$ cat src/rtl/game_pkg.sv
// rtl/game_pkg.sv - game FSM encodings and board controller state codes
package game_pkg;

  typedef enum logic [3:0] {
    INICIO         = 4'd0,
    TURNO_JUGADOR  = 4'd5,
    UNA_CARTA      = 4'd6,
    DOS_CARTAS     = 4'd7,
    MOSTRAR_RANDOM = 4'd8
  } state_t;

  localparam int IDX_W = 4;

  typedef logic [2:0] ctrl_state_t;
  localparam ctrl_state_t ST_IDLE      = 3'd0;
  localparam ctrl_state_t ST_ONE       = 3'd1;
  localparam ctrl_state_t ST_TWO       = 3'd2;
  localparam ctrl_state_t ST_RAND_SCAN = 3'd3;
  localparam ctrl_state_t ST_CHECK     = 3'd4;
  localparam ctrl_state_t ST_HOLD      = 3'd5;
  localparam ctrl_state_t ST_DONE      = 3'd6;

endpackage

$ cat src/rtl/card_board_ctrl_if.sv
// rtl/card_board_ctrl_if.sv - board controller bus: game state, symbols, selection, pulses, masks
interface card_board_ctrl_if #(
  parameter int N_CARDS = 16,
  parameter int SYM_W   = 3
);
  logic [3:0]                     game_state;
  logic [N_CARDS*SYM_W-1:0]       board_syms;
  logic                           sel_valid;
  logic [$clog2(N_CARDS)-1:0]     sel_idx;
  logic                           se_eligio_carta;
  logic                           carta_randomizada;
  logic                           cartas_verificadas;
  logic                           hubo_pareja;
  logic [N_CARDS-1:0]             revealed;
  logic [N_CARDS-1:0]             matched;
  logic [$clog2(N_CARDS)-1:0]     matched_pairs;

  modport master (
    output game_state, board_syms, sel_valid, sel_idx,
    input  se_eligio_carta, carta_randomizada, cartas_verificadas, hubo_pareja,
    input  revealed, matched, matched_pairs
  );

  modport slave (
    input  game_state, board_syms, sel_valid, sel_idx,
    output se_eligio_carta, carta_randomizada, cartas_verificadas, hubo_pareja,
    output revealed, matched, matched_pairs
  );
endinterface

$ cat src/rtl/random_card_picker.sv
// rtl/random_card_picker.sv - scans for the next free card from a start index.
// RANDOM_LFSR_EN selects an LFSR-derived start index; otherwise the scan starts at 0.
module random_card_picker #(
  parameter int         N_CARDS   = 16,
  parameter logic [7:0] LFSR_SEED = 8'hA5
) (
  input  logic                       clk,
  input  logic                       rst_n,
  input  logic                       start_i,
  input  logic                       abort_i,
  input  logic [N_CARDS-1:0]         excl_i,
  output logic                       busy_o,
  output logic                       done_o,
  output logic                       found_o,
  output logic [$clog2(N_CARDS)-1:0] idx_o
);
  localparam int IW = $clog2(N_CARDS);

  logic [IW-1:0] start_idx;
  logic [IW-1:0] ptr_q;
  logic [IW-1:0] steps_q;
  logic [IW-1:0] idx_q;
  logic          busy_q, done_q, found_q;

  // A zero seed would lock the LFSR at zero forever.
  if (LFSR_SEED == 8'h00) begin : g_zero_seed_invalid
  end

`ifdef RANDOM_LFSR_EN
  logic [7:0] lfsr_q;

  always_ff @(posedge clk or negedge rst_n) begin
    if (!rst_n) lfsr_q <= LFSR_SEED;
    else        lfsr_q <= {lfsr_q[6:0], lfsr_q[7] ^ lfsr_q[5] ^ lfsr_q[4] ^ lfsr_q[3]};
  end

  assign start_idx = lfsr_q[IW-1:0];
`else
  assign start_idx = '0;
`endif

  always_ff @(posedge clk or negedge rst_n) begin
    if (!rst_n) begin
      busy_q  <= 1'b0;
      done_q  <= 1'b0;
      found_q <= 1'b0;
      ptr_q   <= '0;
      steps_q <= '0;
      idx_q   <= '0;
    end else begin
      done_q <= 1'b0;
      if (abort_i) begin
        busy_q <= 1'b0;
      end else if (start_i) begin
        busy_q  <= 1'b1;
        ptr_q   <= start_idx;
        steps_q <= '0;
      end else if (busy_q) begin
        if (!excl_i[ptr_q]) begin
          busy_q  <= 1'b0;
          done_q  <= 1'b1;
          found_q <= 1'b1;
          idx_q   <= ptr_q;
        end else if (steps_q == IW'(N_CARDS - 1)) begin
          // Whole board excluded: give up after one lap.
          busy_q  <= 1'b0;
          done_q  <= 1'b1;
          found_q <= 1'b0;
          idx_q   <= ptr_q;
        end else begin
          ptr_q   <= ptr_q + IW'(1);
          steps_q <= steps_q + IW'(1);
        end
      end
    end
  end

  assign busy_o  = busy_q;
  assign done_o  = done_q;
  assign found_o = found_q;
  assign idx_o   = idx_q;
endmodule

$ cat src/rtl/card_board_ctrl.sv
// rtl/card_board_ctrl.sv - memory game board controller: selections, random fill, pair check.
// Optional RANDOM_LFSR_EN randomizes the picker start index.
module card_board_ctrl
  import game_pkg::*;
#(
  parameter int         N_CARDS     = 16,
  parameter int         SYM_W       = 3,
  parameter int         HOLD_CYCLES = 50_000_000,
  parameter logic [7:0] LFSR_SEED   = 8'hA5
) (
  input logic               clk,
  input logic               rst_n,
  card_board_ctrl_if.slave  bus
);
  localparam int IW = $clog2(N_CARDS);
  localparam int HW = (HOLD_CYCLES > 1) ? $clog2(HOLD_CYCLES) : 1;
  localparam logic [HW-1:0] HOLD_LAST = HW'(HOLD_CYCLES - 1);

  ctrl_state_t        state_q, state_d;
  logic [N_CARDS-1:0] revealed_q, revealed_d;
  logic [N_CARDS-1:0] matched_q, matched_d;
  logic [IW-1:0]      pairs_q, pairs_d;
  logic [IW-1:0]      first_q, first_d;
  logic [IW-1:0]      second_q, second_d;
  logic [HW-1:0]      hold_q, hold_d;
  logic               hubo_q, hubo_d;
  logic               need2_q, need2_d;
  logic               same_q, same_d;
  logic               se_q, se_d;
  logic               rand_q, rand_d;
  logic               ver_q, ver_d;

  logic               pick_start, pick_abort, pick_busy, pick_done, pick_found;
  logic [IW-1:0]      pick_idx;
  logic [N_CARDS-1:0] excl;
  logic               player_turn;
  logic [SYM_W-1:0]   syms [N_CARDS];

  for (genvar g = 0; g < N_CARDS; g++) begin : g_sym
    assign syms[g] = bus.board_syms[g*SYM_W +: SYM_W];
  end

  assign excl        = revealed_q | matched_q;
  assign player_turn = (bus.game_state == TURNO_JUGADOR) || (bus.game_state == UNA_CARTA);

  random_card_picker #(
    .N_CARDS   (N_CARDS),
    .LFSR_SEED (LFSR_SEED)
  ) u_picker (
    .clk     (clk),
    .rst_n   (rst_n),
    .start_i (pick_start),
    .abort_i (pick_abort),
    .excl_i  (excl),
    .busy_o  (pick_busy),
    .done_o  (pick_done),
    .found_o (pick_found),
    .idx_o   (pick_idx)
  );

  always_comb begin
    state_d    = state_q;
    revealed_d = revealed_q;
    matched_d  = matched_q;
    pairs_d    = pairs_q;
    first_d    = first_q;
    second_d   = second_q;
    hold_d     = hold_q;
    hubo_d     = hubo_q;
    need2_d    = need2_q;
    same_d     = same_q;
    se_d       = 1'b0;
    rand_d     = 1'b0;
    ver_d      = 1'b0;
    pick_start = 1'b0;
    pick_abort = 1'b0;

    if (bus.game_state == INICIO) begin
      revealed_d = '0;
      matched_d  = '0;
      pairs_d    = '0;
      hubo_d     = 1'b0;
      state_d    = ST_IDLE;
      pick_abort = 1'b1;
    end else begin
      case (state_q)
        ST_IDLE, ST_ONE: begin
          // A random request outranks any selection strobe in the same cycle.
          if (bus.game_state == MOSTRAR_RANDOM && !pick_busy) begin
            state_d    = ST_RAND_SCAN;
            need2_d    = (state_q == ST_IDLE);
            pick_start = 1'b1;
          end else if (bus.sel_valid && player_turn && !excl[bus.sel_idx]) begin
            revealed_d[bus.sel_idx] = 1'b1;
            se_d = 1'b1;
            if (state_q == ST_IDLE) begin
              first_d = bus.sel_idx;
              state_d = ST_ONE;
            end else begin
              second_d = bus.sel_idx;
              state_d  = ST_TWO;
            end
          end
        end
        ST_RAND_SCAN: begin
          if (pick_done) begin
            if (pick_found) revealed_d[pick_idx] = 1'b1;
            if (need2_q) begin
              first_d    = pick_idx;
              need2_d    = 1'b0;
              pick_start = 1'b1;
            end else begin
              second_d = pick_idx;
              rand_d   = 1'b1;
              state_d  = ST_TWO;
            end
          end
        end
        ST_TWO: begin
          if (bus.game_state == DOS_CARTAS) begin
            same_d  = (syms[first_q] == syms[second_q]);
            state_d = ST_CHECK;
          end
        end
        ST_CHECK: begin
          if (same_q) begin
            matched_d[first_q]   = 1'b1;
            matched_d[second_q]  = 1'b1;
            revealed_d[first_q]  = 1'b0;
            revealed_d[second_q] = 1'b0;
            pairs_d = pairs_q + IW'(1);
            hubo_d  = 1'b1;
            ver_d   = 1'b1;
            state_d = ST_DONE;
          end else begin
            hold_d  = '0;
            state_d = ST_HOLD;
          end
        end
        ST_HOLD: begin
          if (hold_q == HOLD_LAST) begin
            revealed_d[first_q]  = 1'b0;
            revealed_d[second_q] = 1'b0;
            hubo_d  = 1'b0;
            ver_d   = 1'b1;
            state_d = ST_DONE;
          end else begin
            hold_d = hold_q + HW'(1);
          end
        end
        ST_DONE: begin
          if (bus.game_state != DOS_CARTAS) state_d = ST_IDLE;
        end
        default: state_d = ST_IDLE;
      endcase
    end
  end

  always_ff @(posedge clk or negedge rst_n) begin
    if (!rst_n) begin
      state_q    <= ST_IDLE;
      revealed_q <= '0;
      matched_q  <= '0;
      pairs_q    <= '0;
      first_q    <= '0;
      second_q   <= '0;
      hold_q     <= '0;
      hubo_q     <= 1'b0;
      need2_q    <= 1'b0;
      same_q     <= 1'b0;
      se_q       <= 1'b0;
      rand_q     <= 1'b0;
      ver_q      <= 1'b0;
    end else begin
      state_q    <= state_d;
      revealed_q <= revealed_d;
      matched_q  <= matched_d;
      pairs_q    <= pairs_d;
      first_q    <= first_d;
      second_q   <= second_d;
      hold_q     <= hold_d;
      hubo_q     <= hubo_d;
      need2_q    <= need2_d;
      same_q     <= same_d;
      se_q       <= se_d;
      rand_q     <= rand_d;
      ver_q      <= ver_d;
    end
  end

  assign bus.se_eligio_carta    = se_q;
  assign bus.carta_randomizada  = rand_q;
  assign bus.cartas_verificadas = ver_q;
  assign bus.hubo_pareja        = hubo_q;
  assign bus.revealed           = revealed_q;
  assign bus.matched            = matched_q;
  assign bus.matched_pairs      = pairs_q;
endmodule

$ cat src/flat_wrapper.sv
// flat-port wrapper written by rule: the top's interface ports become plain ports
module card_board_ctrl_flat import game_pkg::*;
#(
  parameter int         N_CARDS     = 16,
  parameter int         SYM_W       = 3,
  parameter int         HOLD_CYCLES = 50_000_000,
  parameter logic [7:0] LFSR_SEED   = 8'hA5
)
  (clk, rst_n, bus_game_state, bus_board_syms, bus_sel_valid, bus_sel_idx, bus_se_eligio_carta, bus_carta_randomizada, bus_cartas_verificadas, bus_hubo_pareja, bus_revealed, bus_matched, bus_matched_pairs);
  card_board_ctrl_if #(.N_CARDS(N_CARDS), .SYM_W(SYM_W)) bus_i ();
  input logic clk;
  input logic rst_n;
  input wire logic [$bits(bus_i.game_state)-1:0] bus_game_state;
  input wire logic [$bits(bus_i.board_syms)-1:0] bus_board_syms;
  input wire logic [$bits(bus_i.sel_valid)-1:0] bus_sel_valid;
  input wire logic [$bits(bus_i.sel_idx)-1:0] bus_sel_idx;
  output wire logic [$bits(bus_i.se_eligio_carta)-1:0] bus_se_eligio_carta;
  output wire logic [$bits(bus_i.carta_randomizada)-1:0] bus_carta_randomizada;
  output wire logic [$bits(bus_i.cartas_verificadas)-1:0] bus_cartas_verificadas;
  output wire logic [$bits(bus_i.hubo_pareja)-1:0] bus_hubo_pareja;
  output wire logic [$bits(bus_i.revealed)-1:0] bus_revealed;
  output wire logic [$bits(bus_i.matched)-1:0] bus_matched;
  output wire logic [$bits(bus_i.matched_pairs)-1:0] bus_matched_pairs;
  assign bus_i.game_state = bus_game_state;
  assign bus_i.board_syms = bus_board_syms;
  assign bus_i.sel_valid = bus_sel_valid;
  assign bus_i.sel_idx = bus_sel_idx;
  assign bus_se_eligio_carta = bus_i.se_eligio_carta;
  assign bus_carta_randomizada = bus_i.carta_randomizada;
  assign bus_cartas_verificadas = bus_i.cartas_verificadas;
  assign bus_hubo_pareja = bus_i.hubo_pareja;
  assign bus_revealed = bus_i.revealed;
  assign bus_matched = bus_i.matched;
  assign bus_matched_pairs = bus_i.matched_pairs;
  card_board_ctrl #(.N_CARDS(N_CARDS), .SYM_W(SYM_W), .HOLD_CYCLES(HOLD_CYCLES), .LFSR_SEED(LFSR_SEED)) u_core (.clk(clk), .rst_n(rst_n), .bus(bus_i));
endmodule
$ cat config.mk
export PLATFORM = sky130hd
export DESIGN_NAME = card_board_ctrl_flat
export DESIGN_NICKNAME = d
export VERILOG_FILES = /design/src/rtl/game_pkg.sv /design/src/rtl/card_board_ctrl_if.sv /design/src/rtl/random_card_picker.sv /design/src/rtl/card_board_ctrl.sv /design/src/flat_wrapper.sv
export SDC_FILE = /design/constraint.sdc
export NUM_CORES = 1
export LEC_CHECK = 0
export CAP_MARGIN = 20
export CORE_MARGIN = 3
export CORE_UTILIZATION = 40
export DETAILED_ROUTE_END_ITERATION = 12
export DONT_BUFFER_PORTS = 1
export GPL_TIMING_DRIVEN = 0
export RECOVER_POWER = 100
export SLEW_MARGIN = 20
export SYNTH_ARGS = -nofsm -noshare
export SYNTH_HDL_FRONTEND = slang
export SYNTH_SLANG_ARGS = --single-unit
$ cat constraint.sdc
create_clock -name clk -period 2.3 [get_ports clk]
set_input_delay 0.46 -clock clk [delete_from_list [all_inputs] [get_ports clk]]
set_output_delay 0.46 -clock clk [all_outputs]
set_load 0.02 [all_outputs]
==> run summary <==
In the synthesized netlist the dominant register cell turns out to be sky130_fd_sc_hd__dfrtp_1. Post-synthesis net count: 706. In this run the cell area of the synthesized design comes to 0.006022 mm2. Between clock sinks in the finished design, the worst skew comes to 0.007358 ns. The share of total power in the clock network is 0.231, and the critical path data arrival time is 2.60 ns. The gate count of the mapped netlist is 643. The post-synthesis register bit count is 94, and the sequential area share after synthesis is 0.3906. Along the worst path, the maximum fanout reaches 7. Ranked by total cell area, the synthesized netlist is headed by sky130_fd_sc_hd__dfrtp_1 (39%), sky130_fd_sc_hd__mux4_2 (10%), sky130_fd_sc_hd__nor2_1 (6.0%). The measured slew at the worst slew-check pin works out to 0.6986 ns. Broken down by cell family, the worst path's largest delay share belongs to simple AND/OR/NAND/NOR gates.

The height of the die works out to 128.7 um. The final period utilization came out at 1.011. Internal power comes to 4.375 mW.

The tools report the DRC violation count after routing as 0. The count of input and output buffers is 0. The wire length per cell after detailed routing came out at 20.59 um. The detailed router placed 5,262 vias in this run. The share of cells above drive strength 1 works out to 0.1707. 0 antenna diodes ended up in the layout.

The minimum setup slack in the final design was -0.02620 ns; the post-synthesis area per instance was 9.366 um2. Number of search-and-repair iterations in the first detailed-routing pass: 5. Setup repair after global routing could not meet its margin everywhere.

Yosys mapped a number of flops with a built-in enable equal to 0. For the final routed database, the setup TNS stands at -0.03391 ns. After synthesis, the largest family of logic cells by area is simple AND/OR/NAND/NOR gates. During I/O placement, the number of pins put on the boundary was 99.

The tree built by TritonCTS fans out to 94 sinks. The total global routing track utilization is 0.2096. The largest total area in the synthesized netlist belongs to sky130_fd_sc_hd__dfrtp_1.

In this run, distinct cell masters in the synthesized netlist total 63. The worst-case IR drop observed on VDD is 0.4849 mV. Leaving out fill and tap cells, the most frequent cell in the layout is sky130_fd_sc_hd__dfrtp_1. The tools report the area of the placeable core as 0.01464 mm2.

Row generation in the floorplan step produced 44 rows. Entering global routing, the biggest net connects 95 pins. The detail-routed via count per cell is 6.176. The multiplexer share of the synthesized area is 0.1296, and the power per unit of standard cell area is 1074 mW/mm2. In this run the number of H-tree levels came out at 3.

Leaving out fill and tap cells, the most frequent cells in the layout are sky130_fd_sc_hd__dfrtp_1 (92), sky130_fd_sc_hd__nor2_1 (90), sky130_fd_sc_hd__nand2_1 (48). The sum of buffers and inverters on the critical path works out to 1. The fraction of power spent switching nets was 0.4065; the number of DRC markers in iteration 0 was 414.

The tools report the starting density of the core as 0.4112. After global routing the overflow that remains totals 0. The share of Yosys cell area claimed by the top area cell type is 0.3906. The number of pins exceeding their max-slew limit in the final report came out at 0. The kind of end point of the critical path is a flop. The clock edge transition at the registers on the reported setup and hold paths was 0.07 ns.

Post-synthesis compound-gate area fraction: 0.1704. The fraction of registers with async set or reset after synthesis was 1.000; the routed wire length was 17,540 um. The count of nets left with antenna violations once routing finished came out at 0.

For the share of total power in sequential cells, the log shows 0.364. Summed over all cells, the static leakage comes to 2.829 nW. Based on the critical path, the design can be clocked at up to 429.9 MHz. The parity-gate share of the synthesized area counting xor and xnor cells works out to 0.04945. The horizontal extent of the die was 128.7 um.

The final count of hold timing violations was 94. In this run the worst hold path is classified as input pin to asynchronous set/reset pin. TritonCTS built the clock tree.

Clock tree synthesis inserted a total of 9 buffers. The area share of and/or/nand/nor cells after synthesis is 0.2125. The synthesis warning total came out at 0. The final reports fail on hold timing, setup timing. The clock latency of the later-clocked register in the worst-skew pair was 0.35 ns. Proportion of power drawn by combinational gates: 0.406. The flow ran to the end, but the final reports show violations.

The tools report the clock root buffer as sky130_fd_sc_hd__clkbuf_16. The number of max-cap violations is 0. The wire length of the first global-routing pass came out at 27,060 um. In this run the power spent charging and discharging nets is 2.996 mW.

Detailed placement ended at an HPWL of 13,050 um. The die outline area was 0.01656 mm2; the initial antenna violation count was 0. For the via count of the first global-routing pass, the log shows 4,908. The final critical delay including setup and external delays was 2.326 ns. Walking the worst path, the cells encountered are nor2_2 > mux4_2 > o211a_4 > a211oi_4 > nand2_2 > buf_6 > or3_1 > a21oi_1. Worst hold slack: -0.1985 ns.

For the normalized max-slew margin, the log shows 0.5300. Slowest cell on the critical path: sky130_fd_sc_hd__dfrtp_1. The largest stage delay on the critical path was 0.53 ns. Setup violations remaining at the end of the flow were counted as 2.

STA puts the critical path data required time at 2.57 ns. The class of the most critical setup path was flop to flop. After the last flow step, the layout net total stands at 726.

The area growth from synthesis to final layout came out at 13.98%. The congestion estimate from routability-driven global placement came to 0.9394. The maximum clock path buffer count is 2. The post-synthesis adder-cell area fraction was 0.008311. Element type at the critical path start: a flop.
## power by group through the flow
stage | Clock (mW) | Combinational [mW] | Sequential (mW)
final | 1.70 | 2.99 | 2.68
after global routing | 1.80 | 3.25 | 2.75
after CTS | 1.74 | 2.80 | 2.65
after detailed placement | 0 | 2.75 | 2.64
after global placement | 0 | 2.72 | 2.64
after floorplan | 0 | 2.16 | 2.50
## flip-flops by register name (all words and copies together) (netlist names)
signal and cells:
u_core.hold_q 26, u_core.bus.matched 16, u_core.bus.revealed 16, u_core.bus.matched_pairs 4, u_core.first_q 4, u_core.second_q 4, u_core.u_picker.idx_o 4, u_core.u_picker.ptr_q 4
u_core.u_picker.steps_q 4, u_core.state_q 3, u_core.bus.carta_randomizada 1, u_core.bus.cartas_verificadas 1, u_core.bus.hubo_pareja 1, u_core.bus.se_eligio_carta 1, u_core.need2_q 1, u_core.same_q 1
u_core.u_picker.busy_o 1, u_core.u_picker.done_o 1, u_core.u_picker.found_o 1
## repair_timing
action,4_1_cts,5_1_grt
endpoints found under the setup margin,27,66
hold endpoints to repair,94,94
resized for setup,29,49
pin swaps,2,8
gates cloned,0,0
setup buffers,3,9
## stage by stage
step	area, um2	std cells	util	setup slack [ns]	power (mW)
after floorplan	6022	643	-	0.1219	4.663
after global placement	6252	827	0.4269	-0.3331	5.358
after detailed placement	6252	827	0.4269	-0.3696	5.394
after CTS	6678	845	0.4560	0.003915	7.189
after global routing	6864	852	0.4687	-0.1449	7.800
final	6864	852	0.4687	-0.02620	7.371
## cells by family after synthesis
| group | after synthesis |
|---|---|
| and+or+nand+nor | 266 |
| DFF | 94 |
| AOI/OAI and AO/OA | 153 |
| muxes | 39 |
| xor gates and xnor gates | 34 |
| adders and majority gates | 4 |
| buffers and inverters | 53 |
## final cells by class
type                            instances  area [um2]
Tap cell                              184       230.2
Sequential cell                        94        2355
Clock buffer                           10       229.0
Multi-Input combinational cell        496        3606
Inverter                               17       63.81
Buffer                                 33       183.9
Timing Repair Buffer                   12       86.33
Fill cell                            1421        7780
Clock inverter                          6       110.1
## worst reg2reg max path: stages, from the launching register on
cell and delay (ns):
sky130_fd_sc_hd__dfrtp_1 0.53, sky130_fd_sc_hd__nor2_2 0.11, sky130_fd_sc_hd__mux4_2 0.50, sky130_fd_sc_hd__o211a_4 0.17, sky130_fd_sc_hd__a211oi_4 0.25, sky130_fd_sc_hd__nand2_2 0.09, sky130_fd_sc_hd__buf_6 0.14, sky130_fd_sc_hd__or3_1 0.34
sky130_fd_sc_hd__a21oi_1 0.12
## path summary, 6_finish.rpt
kind / startpoint / to / slack [ns] / cells past startpoint
min in group clk: bus_game_state[0] / u_core.state_q[2]$_DFFE_PN0P_ / 0.33 / 2
worst min-delay path: rst_n / u_core.bus.matched[11]$_DFFE_PN0P_ / -0.20 / 0
worst max-delay path: u_core.bus.matched[3]$_DFFE_PN0P_ / u_core.u_picker.ptr_q[3]$_DFFE_PN0P_ / -0.03 / 8
max in group asynchronous: rst_n / u_core.first_q[1]$_DFFE_PN0P_ / 2.26 / 0
worst max register to register: u_core.bus.matched[3]$_DFFE_PN0P_ / u_core.u_picker.ptr_q[3]$_DFFE_PN0P_ / -0.03 / 8
worst min register to register: u_core.u_picker.steps_q[1]$_DFFE_PN0P_ / u_core.u_picker.steps_q[1]$_DFFE_PN0P_ / 0.53 / 2
## per-layer routing
metal | wire (um) | global-route usage | up-vias
met5 | 0 | 0 | -
met4 | 267 | 0.06424 | 0
met3 | 1767 | 0.06683 | 22
met2 | 7877 | 0.3116 | 230
met1 | 7627 | 0.2935 | 2611
li1 | - | - | 2399
## Yosys cell counts (4+ instances only)
library cell and n:
sky130_fd_sc_hd__nand4_1 5, sky130_fd_sc_hd__inv_1 17, sky130_fd_sc_hd__buf_2 5, sky130_fd_sc_hd__a22o_1 14, sky130_fd_sc_hd__nor2_1 96, sky130_fd_sc_hd__o21ai_1 11, sky130_fd_sc_hd__nor2b_1 16, sky130_fd_sc_hd__xnor2_1 17
sky130_fd_sc_hd__mux2i_1 6, sky130_fd_sc_hd__a32oi_1 8, sky130_fd_sc_hd__and2_1 6, sky130_fd_sc_hd__or3_1 5, sky130_fd_sc_hd__a221oi_1 6, sky130_fd_sc_hd__clkbuf_1 26, sky130_fd_sc_hd__a22oi_1 5, sky130_fd_sc_hd__mux4_2 27
sky130_fd_sc_hd__nand2_1 48, sky130_fd_sc_hd__or2_2 4, sky130_fd_sc_hd__nand3_1 27, sky130_fd_sc_hd__and3_1 10, sky130_fd_sc_hd__o22ai_1 18, sky130_fd_sc_hd__xor2_1 17, sky130_fd_sc_hd__a31oi_1 4, sky130_fd_sc_hd__nor4_1 6
sky130_fd_sc_hd__a21oi_1 31, sky130_fd_sc_hd__nor3_1 18, sky130_fd_sc_hd__ha_1 4, sky130_fd_sc_hd__nand2b_1 11, sky130_fd_sc_hd__o21ai_0 27, sky130_fd_sc_hd__dfrtp_1 94
Power figures use the tool's default switching activity.
